--- config.mk ---
export PLATFORM = sky130hd
export DESIGN_NAME = dds_key_ctrl
export DESIGN_NICKNAME = d
export VERILOG_FILES = /design/src/rtl/dds_pkg.sv /design/src/rtl/key_debounce.sv /design/src/rtl/dds_key_ctrl.sv
export SDC_FILE = /design/constraint.sdc
export NUM_CORES = 1
export LEC_CHECK = 0
export ABC_AREA = 1
export CORE_MARGIN = 3
export CORE_UTILIZATION = 50
export DETAILED_ROUTE_END_ITERATION = 16
export DONT_BUFFER_PORTS = 1
export MAX_ROUTING_LAYER = met4
export PLACE_DENSITY_LB_ADDON = 0.12
export SETUP_SLACK_MARGIN = 0.02
export SLEW_MARGIN = 10
export SYNTH_ARGS = -nofsm -noshare
export SYNTH_HDL_FRONTEND = slang
export SYNTH_SLANG_ARGS = --single-unit
--- constraint.sdc ---
create_clock -name sys_clk -period 2.1 [get_ports sys_clk]
set_input_delay 0.42 -clock sys_clk [delete_from_list [all_inputs] [get_ports sys_clk]]
set_output_delay 0.42 -clock sys_clk [all_outputs]
set_load 0.02 [all_outputs]
--- src/rtl/dds_pkg.sv ---
// Shared encodings for the DDS front-panel key controller: mode values,
// repeat FSM states and a mode decode helper.
package dds_pkg;

  localparam logic [1:0] MODE_AMP_SINE  = 2'd0;
  localparam logic [1:0] MODE_FREQ_SINE = 2'd1;
  localparam logic [1:0] MODE_AMP_TRI   = 2'd2;
  localparam logic [1:0] MODE_FREQ_TRI  = 2'd3;

  typedef enum logic [1:0] {
    ST_IDLE   = 2'd0,
    ST_DELAY  = 2'd1,
    ST_REPEAT = 2'd2
  } rpt_state_t;

  // Odd modes steer up/down to the frequency word, even modes to amplitude.
  function automatic logic is_freq_mode(input logic [1:0] mode);
    return mode[0];
  endfunction

endpackage

--- src/rtl/key_debounce.sv ---
// One push-button front end: 2-FF synchroniser, counting debouncer and a
// one-cycle press pulse. Internally everything is in pressed-high polarity.
module key_debounce #(
  parameter int DEBOUNCE_CYC = 1_000_000,
  parameter int CNT_W        = 25
) (
  input  logic sys_clk,
  input  logic sys_rst_n,
  input  logic key_n,
  output logic key_level,
  output logic key_press
);

  localparam logic [CNT_W-1:0] CNT_LAST = CNT_W'(DEBOUNCE_CYC - 1);

  logic [1:0]       sync_q;
  logic [1:0]       fill_q;
  logic             armed_q;
  logic             level_q;
  logic             level_d_q;
  logic [CNT_W-1:0] cnt_q;

  // armed_q stays low until the key has been seen released after reset, so a
  // key held through reset never produces a press.
  always_ff @(posedge sys_clk or negedge sys_rst_n) begin
    if (!sys_rst_n) begin
      sync_q    <= 2'b00;
      fill_q    <= 2'b00;
      armed_q   <= 1'b0;
      level_q   <= 1'b0;
      level_d_q <= 1'b0;
      cnt_q     <= '0;
    end else begin
      sync_q    <= {sync_q[0], ~key_n};
      fill_q    <= {fill_q[0], 1'b1};
      level_d_q <= level_q;
      if (fill_q[1] && !sync_q[1]) begin
        armed_q <= 1'b1;
      end
      if (sync_q[1] == level_q) begin
        cnt_q <= '0;
      end else if (cnt_q == CNT_LAST) begin
        level_q <= sync_q[1];
        cnt_q   <= '0;
      end else begin
        cnt_q <= cnt_q + CNT_W'(1);
      end
    end
  end

  assign key_level = level_q;
  assign key_press = level_q & ~level_d_q & armed_q;

endmodule

--- src/rtl/dds_key_ctrl.sv ---
// DDS front-panel key controller: mode register, inc/dec strobes and, when
// DDS_KEY_AUTOREPEAT_EN is defined, the shared up/down auto-repeat FSM.
module dds_key_ctrl
  import dds_pkg::*;
#(
  parameter int DEBOUNCE_CYC   = 1_000_000,
  parameter int REPEAT_DLY_CYC = 25_000_000,
  parameter int REPEAT_PER_CYC = 5_000_000,
  parameter int CNT_W          = 25
) (
  input  logic       sys_clk,
  input  logic       sys_rst_n,
  input  logic       key_mode_n,
  input  logic       key_up_n,
  input  logic       key_down_n,
  output logic [1:0] mode_cnt,
  output logic       key_inc,
  output logic       key_dec,
  output logic       key_busy
);

  logic mode_lvl, mode_press;
  logic up_lvl, up_press;
  logic down_lvl, down_press;
  logic inc_req, dec_req;
  logic rpt_fire, rpt_dir_up;

  key_debounce #(.DEBOUNCE_CYC(DEBOUNCE_CYC), .CNT_W(CNT_W)) u_mode_key (
    .sys_clk(sys_clk), .sys_rst_n(sys_rst_n), .key_n(key_mode_n),
    .key_level(mode_lvl), .key_press(mode_press)
  );

  key_debounce #(.DEBOUNCE_CYC(DEBOUNCE_CYC), .CNT_W(CNT_W)) u_up_key (
    .sys_clk(sys_clk), .sys_rst_n(sys_rst_n), .key_n(key_up_n),
    .key_level(up_lvl), .key_press(up_press)
  );

  key_debounce #(.DEBOUNCE_CYC(DEBOUNCE_CYC), .CNT_W(CNT_W)) u_down_key (
    .sys_clk(sys_clk), .sys_rst_n(sys_rst_n), .key_n(key_down_n),
    .key_level(down_lvl), .key_press(down_press)
  );

  // A mode event wins the cycle; a press while the other key is held is ignored.
  assign inc_req  = up_press & ~down_lvl & ~mode_press;
  assign dec_req  = down_press & ~up_lvl & ~mode_press;
  assign key_busy = mode_lvl | up_lvl | down_lvl;

  always_ff @(posedge sys_clk or negedge sys_rst_n) begin
    if (!sys_rst_n) begin
      mode_cnt <= MODE_AMP_SINE;
      key_inc  <= 1'b0;
      key_dec  <= 1'b0;
    end else begin
      if (mode_press) begin
        mode_cnt <= mode_cnt + 2'd1;
      end
      key_inc <= inc_req | (rpt_fire & rpt_dir_up);
      key_dec <= dec_req | (rpt_fire & ~rpt_dir_up);
    end
  end

`ifdef DDS_KEY_AUTOREPEAT_EN
  localparam logic [CNT_W-1:0] DLY_LAST = CNT_W'(REPEAT_DLY_CYC - 1);
  localparam logic [CNT_W-1:0] PER_LAST = CNT_W'(REPEAT_PER_CYC - 1);

  rpt_state_t       rpt_state, rpt_state_d;
  logic [CNT_W-1:0] rpt_cnt_q, rpt_cnt_d;
  logic             dir_q, dir_d;
  logic             rpt_start, rpt_cancel;

  assign rpt_start  = inc_req | dec_req;
  assign rpt_cancel = mode_press | (up_lvl & down_lvl) | (dir_q ? ~up_lvl : ~down_lvl);
  assign rpt_dir_up = dir_q;

  always_ff @(posedge sys_clk or negedge sys_rst_n) begin
    if (!sys_rst_n) begin
      rpt_state <= ST_IDLE;
      rpt_cnt_q <= '0;
      dir_q     <= 1'b0;
    end else begin
      rpt_state <= rpt_state_d;
      rpt_cnt_q <= rpt_cnt_d;
      dir_q     <= dir_d;
    end
  end

  always_comb begin
    rpt_state_d = rpt_state;
    rpt_cnt_d   = rpt_cnt_q;
    dir_d       = dir_q;
    if (rpt_start) begin
      rpt_state_d = ST_DELAY;
      rpt_cnt_d   = '0;
      dir_d       = up_press;
    end else begin
      case (rpt_state)
        ST_IDLE: ;
        ST_DELAY: begin
          if (rpt_cancel) begin
            rpt_state_d = ST_IDLE;
            rpt_cnt_d   = '0;
          end else if (rpt_cnt_q == DLY_LAST) begin
            rpt_state_d = ST_REPEAT;
            rpt_cnt_d   = '0;
          end else begin
            rpt_cnt_d = rpt_cnt_q + CNT_W'(1);
          end
        end
        ST_REPEAT: begin
          if (rpt_cancel) begin
            rpt_state_d = ST_IDLE;
            rpt_cnt_d   = '0;
          end else if (rpt_cnt_q == PER_LAST) begin
            rpt_cnt_d = '0;
          end else begin
            rpt_cnt_d = rpt_cnt_q + CNT_W'(1);
          end
        end
        default: begin
          rpt_state_d = ST_IDLE;
          rpt_cnt_d   = '0;
        end
      endcase
    end
  end

  always_comb begin
    rpt_fire = 1'b0;
    if (!rpt_start && !rpt_cancel) begin
      case (rpt_state)
        ST_DELAY:  rpt_fire = (rpt_cnt_q == DLY_LAST);
        ST_REPEAT: rpt_fire = (rpt_cnt_q == PER_LAST);
        default:   rpt_fire = 1'b0;
      endcase
    end
  end
`else
  logic unused_repeat_cfg;

  assign rpt_fire          = 1'b0;
  assign rpt_dir_up        = 1'b0;
  assign unused_repeat_cfg = ^{32'(REPEAT_DLY_CYC), 32'(REPEAT_PER_CYC)};
`endif

endmodule

==> results.yml <==
detailed_routing:
  antenna_left: 0
  via_per_inst: 4.92
  first_pass_iters: 4
  wirelength_um: 10700
  wire_per_inst_um: 12.8
  vias: 4112
  drc: 0
  drt_iter0_drc: 204
flow_run:
  cap_violations: 0
clocking:
  h-tree-depth: 3
  clk-insertion-delay-late_ps: 360
  postCtsSetupRepairBufs: 0
  ctsResizeCount: 0
  cts_buffers: 9
  tritoncts: "done"
  cts-root-buf: "clkbuf_8"
  clock_sinks: 96
  cts_max_path_buffers: 2
  cts.reportedPaths.clkPinSlew_ps: 100
setup_path:
  end_kind: "output port"
  crit_required_ps: 1680
  cp_data_arrival_time_ps: 1210
  start_kind: "flip-flop"
  critical_path_class: "reg -> out"
  cp_max_fo: 5
global_routing:
  grt_start_max_net_pins: 97
  track_usage_pct: 20.6
  grt_pass1_wl_um: 18900
  antenna_found_initial: 0
  first_global_vias: 4145
  grt-ovfl-total: 0
pwr:
  cellPowerDensity_nw_per_um2: 556
  peakVddDrop_mv: 0.328
  power_mw: 3.14
  p_leak_nw: 2.41
synth:
  synth_largest_area_cell: "dfrtp_1"
  synth_edf_count: 0
  yosysMostFrequentCell: "nor2_1"
  ys_types: 28
  async_flop_share_pct: 100
  netlist_instances: 689
  yosysWarnings: 0
  synthFlopType: "dfrtp_1"
  seq_area_frac_synth_pct: 45.3
  synth_top_area_share_pct: 45.3
  netlist_top_cells_count: "nor2_1, nand2_1, dfrtp_1"
  synthTopCellsByArea: "dfrtp_1, nor2_1, nand2_1"
  synth-seq-cells: 96
  syn_nets: 697
  netlist_area_um2: 5310
  post_synth.cell_area_avg_um2: 7.71
timing:
  finalSetupViolations: 0
  tns_ps: 0
  timing_hold_violations_final: 96
  fin_crit_sh_pct: 77.4
  holdWs_ps: -262
  fmax_ghz: 0.615
  rsz0062_at_grt: "false"
  skew_ps: 15.1
  period_minus_slack_ps: 1630
  slew_viol_final: 0
final_layout:
  area_delta_synth_final_pct: 6.15
  nets: 705
  n_antenna_cell: 0
  drive_above_1_share_pct: 10.8
die:
  num_io_pins: 10
  coreArea_um2: 10000
  start_util_pct: 52.9
  fp.dieW_um: 109
  die-area_um2: 11900
  chipHeight_um: 109
  rows: 36
placement:
  portBuffers: 0
  dp_hpwl_um: 8050
  gp_congestion: 0.955
hold_path:
  hp-class: "in -> async"
run_status:
  violations: "negative hold slack"
  status: "complete, but fails checks"
==> cell families after synthesis <==
family | Yosys count | share of synthesized area [%]
compound gates | 25 | 2.45
xor+xnor | 42 | 7.35
fa+ha+maj | 3 | 0.707
buf+inv | 91 | 6.86
flops | 96 | 45.3
other cells | 1 | 0.0706
simple gates | 431 | 37.3
==> layer usage <==
layer | track usage, % | up-vias | part of all wire (%)
met5 | - | - | 0
met4 | 5.68 | 0 | 0.84
met3 | 4.32 | 8 | 3.8
met2 | 30.7 | 62 | 45
met1 | 28.6 | 1919 | 50
li1 | - | 2123 | -
==> report_power, final <==
part / total (mW) / leakage, nW / switching (mW) / internal (mW)
Sequential: 1.89 / 1.30 / 0.0199 / 1.87
Clock: 1.18 / 0.0955 / 0.720 / 0.464
Combinational: 0.0642 / 1.01 / 0.0439 / 0.0204
==> layout make-up <==
class	count	area, um2
clock inverters	7	70.1
fillers	941	4410
flip-flops and latches	96	2400
inverters	88	330
well taps	133	166
multi-input cells	502	2540
clock buffers	9	124
==> state kept, by name, indices dropped and copies added, names as in the netlist <==
name / flops
key_inc: 1
u_down_key.sync_q: 2
u_down_key.fill_q: 2
u_mode_key.level_d_q: 1
u_down_key.level_d_q: 1
u_mode_key.sync_q: 2
u_down_key.key_level: 1
key_dec: 1
u_up_key.armed_q: 1
u_down_key.armed_q: 1
u_up_key.key_level: 1
u_up_key.level_d_q: 1
u_down_key.cnt_q: 25
u_up_key.cnt_q: 25
u_mode_key.key_level: 1
u_mode_key.armed_q: 1
u_mode_key.cnt_q: 25
u_up_key.sync_q: 2
mode_cnt: 2
==> critical path, cell delays in order, from the launching register on <==
cell,delay [ps]
dfrtp_1,510
inv_1,100
nand3_1,220
==> layout by cell type, fill, tap and decap left out, drive strengths merged <==
cell        n
nor3        4
nand3      52
xnor2       9
clkinvlp    1
inv        92
dfrtp      96
clkbuf      9
nor3b       6
xor2       33
conb        1
ha          3
nand2     165
o21ai       9
and2        5
o21bai      1
a211oi      1
nand4       8
nor4        2
nor2      189
a21oi      14
clkinv      2
==> through the flow <==
stage / area, um2 / util (%) / worst slack [ps] / std cells
floorplan: 5310 / - / 702 / 689
global placement: 5440 / 54.2 / 589 / 819
detailed placement: 5440 / 54.2 / 513 / 819
CTS: 5640 / 56.1 / 438 / 835
global route: 5640 / 56.1 / 361 / 835
finish: 5640 / 56.1 / 474 / 835
==> final timing paths <==
| path | from | slack (ps) | to | cells past startpoint |
|---|---|---|---|---|
| worst min register to register | u_down_key.fill_q[0]$_DFF_PN0_ | 360 | u_down_key.fill_q[1]$_DFF_PN0_ | 0 |
| max in group asynchronous | sys_rst_n | 2200 | u_mode_key.cnt_q[3]$_DFF_PN0_ | 0 |
| worst max register to register | u_down_key.cnt_q[0]$_DFF_PN0_ | 500 | u_down_key.cnt_q[14]$_DFF_PN0_ | 7 |
| worst min-delay path | sys_rst_n | -260 | u_down_key.cnt_q[13]$_DFF_PN0_ | 0 |
| worst max-delay path | u_down_key.key_level$_DFFE_PN0P_ | 470 | key_busy | 2 |
| min in group sys_clk | key_mode_n | 90 | u_mode_key.sync_q[0]$_DFF_PN0_ | 1 |
Note: power is estimated with default switching activity, not from simulation.
